--- src/rtl/serial_subtractor.sv ---
// Bit-serial WIDTH-bit subtractor computing Diff = A - B - Bin, one bit per clock, LSB first.
// Exposes per-bit propagate (A^B) and borrow chain; start/busy/done handshake.
module serial_subtractor #(
  parameter int WIDTH = 8
) (
  input  logic             clk,
  input  logic             rst_n,
  input  logic             start,
  input  logic [WIDTH-1:0] A,
  input  logic [WIDTH-1:0] B,
  input  logic             Bin,
  output logic             busy,
  output logic             done,
  output logic [WIDTH-1:0] Diff,
  output logic             Bout,
  output logic             overflow,
  output logic [WIDTH-1:0] AxorB_out,
  output logic [WIDTH-1:0] Bin_out
);

  localparam int IW = (WIDTH > 1) ? $clog2(WIDTH) : 1;

  typedef enum logic [1:0] {IDLE, SHIFT, DONE} state_t;

  state_t          state, state_next;
  logic [WIDTH-1:0] a_r, b_r;
  logic            br;
  logic [IW-1:0]   idx;

  logic accept, last;
  logic a_bit, b_bit, p_bit, d_bit, bnext;

  always_comb begin
    accept = start && (state != SHIFT);
    last   = (idx == IW'(WIDTH - 1));
    a_bit  = a_r[idx];
    b_bit  = b_r[idx];
    p_bit  = a_bit ^ b_bit;
    d_bit  = p_bit ^ br;
    bnext  = (~a_bit & b_bit) | (~p_bit & br);
  end

  always_comb begin
    state_next = state;
    case (state)
      IDLE:    if (start) state_next = SHIFT;
      SHIFT:   if (last)  state_next = DONE;
      DONE:    state_next = start ? SHIFT : IDLE;
      default: state_next = IDLE;
    endcase
  end

  always_ff @(posedge clk or negedge rst_n) begin
    if (!rst_n) state <= IDLE;
    else        state <= state_next;
  end

  always_ff @(posedge clk or negedge rst_n) begin
    if (!rst_n) begin
      a_r       <= '0;
      b_r       <= '0;
      br        <= 1'b0;
      idx       <= '0;
      busy      <= 1'b0;
      done      <= 1'b0;
      Diff      <= '0;
      Bout      <= 1'b0;
      overflow  <= 1'b0;
      AxorB_out <= '0;
      Bin_out   <= '0;
    end else begin
      done <= 1'b0;
      if (accept) begin
        a_r       <= A;
        b_r       <= B;
        br        <= Bin;
        idx       <= '0;
        busy      <= 1'b1;
        Diff      <= '0;
        Bout      <= 1'b0;
        overflow  <= 1'b0;
        AxorB_out <= '0;
        Bin_out   <= '0;
      end else if (state == SHIFT) begin
        Diff[idx]      <= d_bit;
        AxorB_out[idx] <= p_bit;
        Bin_out[idx]   <= bnext;
        br             <= bnext;
        if (last) begin
          // overflow uses the MSB difference bit resolved on this same edge
          Bout     <= bnext;
          overflow <= (a_r[WIDTH-1] ^ b_r[WIDTH-1]) & (a_r[WIDTH-1] ^ d_bit);
          busy     <= 1'b0;
          done     <= 1'b1;
        end else begin
          idx <= idx + 1'b1;
        end
      end
    end
  end

endmodule

--- config.mk ---
export PLATFORM = sky130hd
export DESIGN_NAME = serial_subtractor
export DESIGN_NICKNAME = d
export VERILOG_FILES = /design/src/rtl/serial_subtractor.sv
export SDC_FILE = /design/constraint.sdc
export NUM_CORES = 1
export LEC_CHECK = 0
export BUFFER_PORTS_ARGS = -buffer_cell sky130_fd_sc_hd__buf_2
export CORE_MARGIN = 3
export CORE_UTILIZATION = 50
export CTS_CLUSTER_SIZE = 20
export DETAILED_ROUTE_END_ITERATION = 10
export PLACE_DENSITY = 0.77
export SYNTH_ARGS = -nofsm -noshare
export SYNTH_HDL_FRONTEND = slang
export SYNTH_SLANG_ARGS = --single-unit
--- constraint.sdc ---
create_clock -name clk -period 3.1 [get_ports clk]
set_clock_uncertainty 0.1 [all_clocks]
set_input_delay 0.465 -clock clk [delete_from_list [all_inputs] [get_ports clk]]
set_output_delay 0.465 -clock clk [all_outputs]
set_load 0.01 [all_outputs]
==> impl_metrics.ini, run 1 <==
[run_status]
outcome = finished, final reports clean

[final_layout]
antennaDiodeCount = 0
layout_commonest_cell = dfrtp_1
nets = 253
drive_gt1_share_pct = 42.1
n_fill_cell = 364
layoutNonFillerInstCount = 280
mostFrequentLayoutCells = 50 x dfrtp_1, 47 x buf_2, 17 x a31o_2
areaGrowthSynthToFinish_pct = 14.6

[clock_network]
h-tree-depth = 2
cts_buffers = 5
clk_latency_ns = 0.30
cts_sinks = 50
path_clk_slew_ns = 0.08
cts_hold_buf = 0
cts_buffer_depth = 2
cts_setup_buffers = 0
clockRootBuffer = clkbuf_8
cts_tree = yes
ctsResizeCount = 0

[synthesis]
synth.distinct_cells = 41
ys_ff_latch = 50
yosys_warnings = 0
syn_inst = 183
synthTopCellsByArea = dfrtp_1 55%, mux2_2 7.9%, a31o_2 6.5%, o221ai_1 3.1%, and3_1 2.5%
netlist_area_mm2 = 0.00229
syn_area_per_cell_um2 = 12.5
synthesis.nets = 207
yosys.area.top_type = dfrtp_1
ys_seq_area_share_pct = 54.5
synth_top_cell_area_share_pct = 54.5

[worst_setup_path]
rrSetupSlack_ns = 0.49
cp.arrival_ns = 2.76
worstPathRequired_ns = 3.25
critPathMaxFanout = 14
r2r_cells = 7
critPathKind = reg2reg
end_kind = register
r2r-end = overflow
start_kind = register
reg2reg_from = idx[1]

[run]
maxCapViolCount = 0

[drt]
drc = 0
routed_wl_um = 4590
via_count = 1645
wl_per_cell_um = 16.4
dr.first_iter.drc_count = 118
first_pass_iters = 4
final_antenna_net_count = 0
vias_per_cell = 5.88

[place]
portBuffers = 47
dp.cells = 274
dp_hpwl_um = 3390
place.gp.congestion = 0.799

[timing]
max-slew-margin-rel_pct = 28.9
max_freq_mhz = 383
min_period_over_period_pct = 84.2
hold_viol = 0
tightest_slew_ns = 1.07
finalSetupViolCount = 0
tns_ns = 0
drv_slew = 0
rsz0062_at_grt = false
finalCriticalPeriod_ns = 2.61

[global_route]
grt_usage_pct = 19.2
grt-ovfl-total = 0
grt_pass1_wl_um = 7960
grt_max_degree = 51
antenna_found_initial = 0
first_global_vias = 1590

[floorplan]
row_count = 24
start_util_pct = 52.3
die_y_um = 73.7
dieArea_mm2 = 0.00544
die_x_um = 73.7
io_pins = 48
core_region_area_mm2 = 0.00438

[pwr]
power.density_mw_per_mm2 = 1140
p_leak_nw = 1.31
ir_drop_uv = 613

[worst_hold_path]
hp-class = in2async
[state kept, by name, summed over array words and instances (netlist names)]
name and flops:
AxorB_out 8, Bin_out 8, Diff 8, a_r 8, b_r 8, idx 3
state 2, Bout 1, br 1, busy 1, done 1, overflow 1
[worst max-delay path: stages (launching register included)]
cell and delay [ns]:
dfrtp_1 0.60, and2_1 0.27, a22oi_1 0.12, o211ai_1 0.27, fa_1 0.48, or3b_2 0.45, a21oi_1 0.15, a31o_2 0.11
[cell type report]
| class | count | area (µm²) | share of cell area, % |
|---|---|---|---|
| clock buffers | 6 | 82.6 | 3.14 |
| flip-flops and latches | 50 | 1250 | 47.6 |
| inverters | 4 | 15.0 | 0.571 |
| well taps | 52 | 65.1 | 2.48 |
| repair buffers | 49 | 250 | 9.52 |
| multi-input cells | 119 | 965 | 36.7 |
[logic make-up (layout without fill, tap and decap cells)]
logic type	after synthesis	after routing	synth area share, %
compound gates	44	44	14.7
simple gates	48	48	12.6
mux	23	23	12.2
buf+inv	14	59	3.43
flops	50	50	54.5
fa+ha+maj	4	4	2.51
[per-stage QoR]
stage	setup slack, ns	instance area [µm²]	power [mW]	utilization (%)	hold WS [ns]
floorplan	0.379	2290	2.18	-	0.0694
global placement	0.583	2550	2.60	58.1	0.364
detailed placement	0.534	2550	2.64	58.1	0.365
CTS	0.518	2630	3.01	60.0	0.285
global route	0.338	2630	3.24	60.0	0.285
finish	0.489	2630	2.99	60.0	0.256
[layer usage]
layer / track usage [%] / part of all wire (%) / vias to the layer above
met2: 27.1 / 45 / 54
met1: 28.4 / 47 / 805
met3: 5.88 / 6.3 / 8
met4: 5.63 / 1.7 / 0
li1: - / - / 778
met5: 0 / 0 / -
[cell usage after synthesis (all sizes together)]
master,instances
dfrtp,50
a31o,18
mux2,17
nand2,13
o21ai,10
and3,9
buf,8
nor3,8
o221ai,8
mux2i,4
ha,3
inv,3
nand2b,3
nand3b,3
nor2b,3
a22o,2
clkbuf,2
mux4,2
nor2,2
or3b,2
a21oi,1
a22oi,1
a31oi,1
and2,1
and3b,1
and4,1
clkinv,1
fa,1
nor3b,1
o211ai,1
o22ai,1
o32a,1
or2,1
[where the power goes]
part	total [mW]	leakage (nW)	switching, mW	internal (mW)
Sequential	1.13	0.634	0.208	0.926
Clock	0.365	0.0431	0.193	0.172
Combinational	1.49	0.632	0.798	0.689
Total	2.99	1.31	1.20	1.79
[worst max-delay path by stage]
stage	startpoint	slack [ns]	endpoint
floorplan	idx[0]	0.38	overflow
global placement	idx[1]	0.58	overflow
detailed placement	idx[1]	0.53	overflow
CTS	idx[1]	0.52	overflow
global route	idx[1]	0.34	overflow
finish	idx[1]	0.49	overflow
(Power assumes the default switching activity.)
==> run 2, diff against run 1 <==
Settings changed: CORE_UTILIZATION 50 to 49, PLACE_DENSITY 0.77 to 0.79.
Clock period 3.1 ns to 2.23 ns, I/O delays scaled along.
==> run 2 against run 1 <==
The flow now finishes with violations (negative setup slack); first-iteration DRC count unchanged; design area up 7.5%; routed wire length up 11%; maximum frequency up 10%; cell count up 6.1%; critical path depth unchanged; global-route usage up 0.19 points; setup slack worse by 0.62 ns; sequential share of layout area down 3.3 points; sequential power up 37%; total power up 58%; largest cell class unchanged.
==> impl_metrics.ini, run 2 (same netlist as run 1, synthesis figures left out) <==
[timing]
setup_ws_ns = -0.134
tightest_slew_ns = 0.601
hold_ws_ns = 0.154
drv_slew = 0
max_freq_mhz = 423
min_period_over_period_pct = 106
max-slew-margin-rel_pct = 60.0
rsz0062_at_grt = true
finalCriticalPeriod_ns = 2.36
hold_viol = 0
finalSetupViolCount = 13

[run_status]
outcome = complete, but fails checks
violations = negative setup slack

[final_layout]
areaGrowthSynthToFinish_pct = 23.1
antennaDiodeCount = 0
postLayoutCoreUtil_pct = 63.6
drive_gt1_share_pct = 48.2
layout_commonest_cell = dfrtp_1
nets = 268
mostFrequentLayoutCells = 49 x dfrtp_1, 47 x buf_2, 17 x a31o_2

[worst_setup_path]
critPathSlowestCell = mux4_2
slowest_delay_ns = 0.55
path_buf_inv = 1
cp.arrival_ns = 2.47
critPathMaxFanout = 9
worstPathRequired_ns = 2.33
critical-path-top-delay-family = multiplexers
critPathKind = reg2reg
path_cells = mux4_2 -> mux2i_4 -> fa_1 -> buf_4 -> nand3b_1 -> a21oi_2 -> a31o_2
start_kind = register
rrSetupSlack_ns = -0.13
end_kind = register

[clock_network]
cts_buffers = 5
clk_latency_ns = 0.30
clockRootBuffer = clkbuf_8
cts_tree = yes
h-tree-depth = 2
path_clk_slew_ns = 0.09
cts_buffer_depth = 2
cts_sinks = 50

[pwr]
finalPower_mw = 4.72
power.density_mw_per_mm2 = 1670
p_leak_nw = 1.40
ir_drop_uv = 895

[floorplan]
die_x_um = 74.4
core_region_area_mm2 = 0.00444
dieArea_mm2 = 0.00554
die_y_um = 74.4
row_count = 24
io_pins = 48
start_util_pct = 51.6

[global_route]
first_global_vias = 1682
antenna_found_initial = 0
grt_pass1_wl_um = 8060
grt_usage_pct = 19.4
grt_max_degree = 36
grt-ovfl-total = 0

[drt]
wl_per_cell_um = 17.2
drc = 0
vias_per_cell = 5.74
routed_wl_um = 5100
via_count = 1705
final_antenna_net_count = 0
dr.first_iter.drc_count = 118
first_pass_iters = 5

[run]
maxCapViolCount = 0

[worst_hold_path]
hp-class = in2reg

[place]
dp_hpwl_um = 3670
preCtsSetupSlack_ns = -0.161
place.gp.congestion = 0.807
portBuffers = 47
-- run 2: cell type report --
| type | count | area (µm²) |
|---|---|---|
| multi-input cells | 119 | 1010 |
| flip-flops and latches | 50 | 1250 |
| repair buffers | 64 | 378 |
| inverters | 4 | 15.0 |
| fillers | 354 | 1620 |
| clock buffers | 5 | 68.8 |
| well taps | 52 | 65.1 |
| clock inverters | 3 | 40.0 |
-- run 2: repair_timing --
item	in CTS	in global routing
gates resized for setup	2	4
pin swaps	0	1
endpoints found under the hold margin	25	0
setup endpoints to repair	14	21
setup buffers	1	1
hold buffers	1	0
-- run 2: report_power, final --
group	switching (mW)	internal (mW)	total, mW
sequential	0.260	1.29	1.55
combinational	1.30	1.23	2.54
clock	0.305	0.331	0.635
-- run 2: worst reg2reg max path: cells and delay by family, from the launching register on --
kind | cells | cell delay (ns)
AND/OR/NAND/NOR | 1 | 0.11
AO/OA/AOI/OAI | 2 | 0.26
flip-flops | 1 | 0.42
adder cells (fa/ha/maj) | 1 | 0.44
multiplexers | 2 | 0.74
buffers and inverters | 1 | 0.19
-- run 2: path summary, 6_finish.rpt --
kind                             start      endpoint  cells after the start
worst max-delay path            idx[0]      overflow                      7
min in group asynchronous        rst_n  AxorB_out[1]                      2
worst max register to register  idx[0]      overflow                      7
max in group asynchronous        rst_n        idx[1]                      3
worst min-delay path              B[4]        b_r[4]                      2
worst min register to register    busy          busy                      2
-- run 2: metrics by stage --
stage                     setup TNS (ns)  std cells  area (µm²)
after floorplan                   -0.405        183        2320
after global placement            -0.122        286        2660
after detailed placement           -1.06        286        2660
after CTS                         -0.714        296        2800
after global routing               -2.16        297        2830
final                             -0.575        297        2830
-- run 2: metal layers --
layer / GRT usage (%) / up-vias / share of wire, %
li1: - / 809 / -
met1: 25.7 / 835 / 44
met2: 30.5 / 52 / 49
met3: 5.00 / 9 / 4.7
met4: 7.71 / 0 / 1.7
met5: 0 / - / 0
==> run 3, diff against run 2 <==
Settings changed: BUFFER_PORTS_ARGS -buffer_cell sky130_fd_sc_hd__buf_2 to not set, CORE_UTILIZATION 49 to 50, DONT_BUFFER_PORTS set to 1, PLACE_DENSITY 0.79 to 0.71, SETUP_SLACK_MARGIN set to 0.02.
==> run 3 against run 2 <==
The run still ends with negative setup slack left; routed wire length increased by 2.1%; non-clock buffer count decreased by 38; global-route usage increased by 0.14 points; flip-flop and latch count unchanged; largest cell class unchanged; largest power group unchanged; highest routed layer unchanged.
==> impl_metrics.ini, run 3 (same netlist as run 1, synthesis figures left out) <==
[place]
portBuffers = 0
preCtsSetupSlack_ns = -0.188
dp_hpwl_um = 3580
place_area_mm2 = 0.00242
place.gp.congestion = 0.840

[clock_network]
clockRootBuffer = clkbuf_8
cts_sinks = 50
h-tree-depth = 2
cts_buffer_depth = 2
cts_buffers = 5
clk_latency_ns = 0.30
cts_tree = yes
path_clk_slew_ns = 0.09

[run_status]
outcome = complete, but fails checks
violations = negative setup slack

[pwr]
power.density_mw_per_mm2 = 1820
ir_drop_uv = 840
p_leak_nw = 1.22

[timing]
setup_ws_ns = -0.129
tightest_slew_ns = 0.790
rsz0062_at_grt = true
finalCriticalPeriod_ns = 2.36
hold_ws_ns = 0.0727
drv_slew = 0
max-slew-margin-rel_pct = 47.2
max_freq_mhz = 424
min_period_over_period_pct = 106
hold_viol = 0
finalSetupViolCount = 17

[worst_hold_path]
hp-class = in2reg

[drt]
final_antenna_net_count = 0
wl_per_cell_um = 20.2
routed_wl_um = 5210
vias_per_cell = 6.28
first_pass_iters = 4
via_count = 1621
dr.first_iter.drc_count = 103
drc = 0

[worst_setup_path]
critPathKind = reg2reg
worstPathRequired_ns = 2.38
critPathMaxFanout = 5
slowest_delay_ns = 0.48
start_kind = register
cp.arrival_ns = 2.51
critPathSlowestCell = fa_1
path_cells = buf_4 -> nor2_1 -> a22oi_1 -> o211ai_1 -> fa_1 -> or3b_4 -> a21oi_2 -> a31o_2
end_kind = register

[final_layout]
drive_gt1_share_pct = 40.8
postLayoutCoreUtil_pct = 60.9
final_area_mm2 = 0.00267
areaGrowthSynthToFinish_pct = 16.3
antennaDiodeCount = 0
layout_commonest_cell = dfrtp_1
mostFrequentLayoutCells = 47 x dfrtp_1, 23 x buf_4, 17 x a31o_2
nets = 230

[floorplan]
die_x_um = 73.7
core_region_area_mm2 = 0.00438
io_pins = 48
dieArea_mm2 = 0.00544
row_count = 24
start_util_pct = 52.3
die_y_um = 73.7

[global_route]
antenna_found_initial = 0
grt-ovfl-total = 0
grt_pass1_wl_um = 8070
grt_usage_pct = 19.5
grt_max_degree = 51
first_global_vias = 1611

[run]
maxCapViolCount = 0
==> run 3: cell types whose count changed in the layout (fill, tap and decap cells not counted), sizes merged <==
cell | before | now
buf | 63 | 25
bufinv | 1 | 0
clkbuf | 5 | 7
clkinv | 3 | 1
==> run 3: power by group <==
group	switching (mW)	internal (mW)	total (mW)
registers	0.381	1.29	1.68
clock network	0.268	0.216	0.484
logic	1.33	1.36	2.69
total	1.98	2.87	4.84
==> run 3: cell type report <==
type	count	area, µm²
tap	52	65.1
inverter	4	15.0
clock buffer	7	76.3
fill	353	1720
sequential	50	1250
multi-input combinational	119	1040
timing repair buffer	26	221
==> run 3: final timing paths <==
kind	start	to	slack [ns]	cells past startpoint
min in group asynchronous	rst_n	Diff[7]	0.43	2
min	A[7]	a_r[7]	0.07	1
max in group asynchronous	rst_n	idx[0]	1.35	2
max	idx[1]	overflow	-0.13	8
min reg2reg	a_r[2]	a_r[2]	0.41	1
max reg2reg	idx[1]	overflow	-0.13	8
==> run 3: what timing repair did <==
item                                    in CTS  in global routing
hold endpoints to repair                    50                  0
resized for setup                           11                  8
pin swaps                                    3                  4
hold buffers                                 2                  0
endpoints found under the setup margin      18                 25
buffers inserted                             4                  6
==> run 3: metrics by stage <==
| stage | power (mW) | instances | TNS, ns |
|---|---|---|---|
| final | 4.84 | 258 | -1.02 |
| after detailed placement | 3.77 | 240 | -1.52 |
| after global placement | 3.66 | 240 | -0.266 |
| after floorplan | 3.18 | 183 | -0.405 |
| after CTS | 4.52 | 253 | -0.479 |
| after global routing | 5.13 | 258 | -2.59 |
==> run 3: layer usage <==
layer / wire length (µm) / vias up / GRT usage (%)
met5: 0 / - / 0
li1: - / 733 / -
met1: 2100 / 825 / 24.2
met2: 2710 / 55 / 31.9
met4: 82 / 0 / 6.64
met3: 320 / 8 / 6.43
==> run 3: worst max-delay path: cells and delay by family, from the launching register on <==
kind	cells	cell delay, ns
flops	1	0.46
fa+ha+maj	1	0.48
buf+inv	1	0.16
compound gates	4	0.57
simple gates	2	0.54
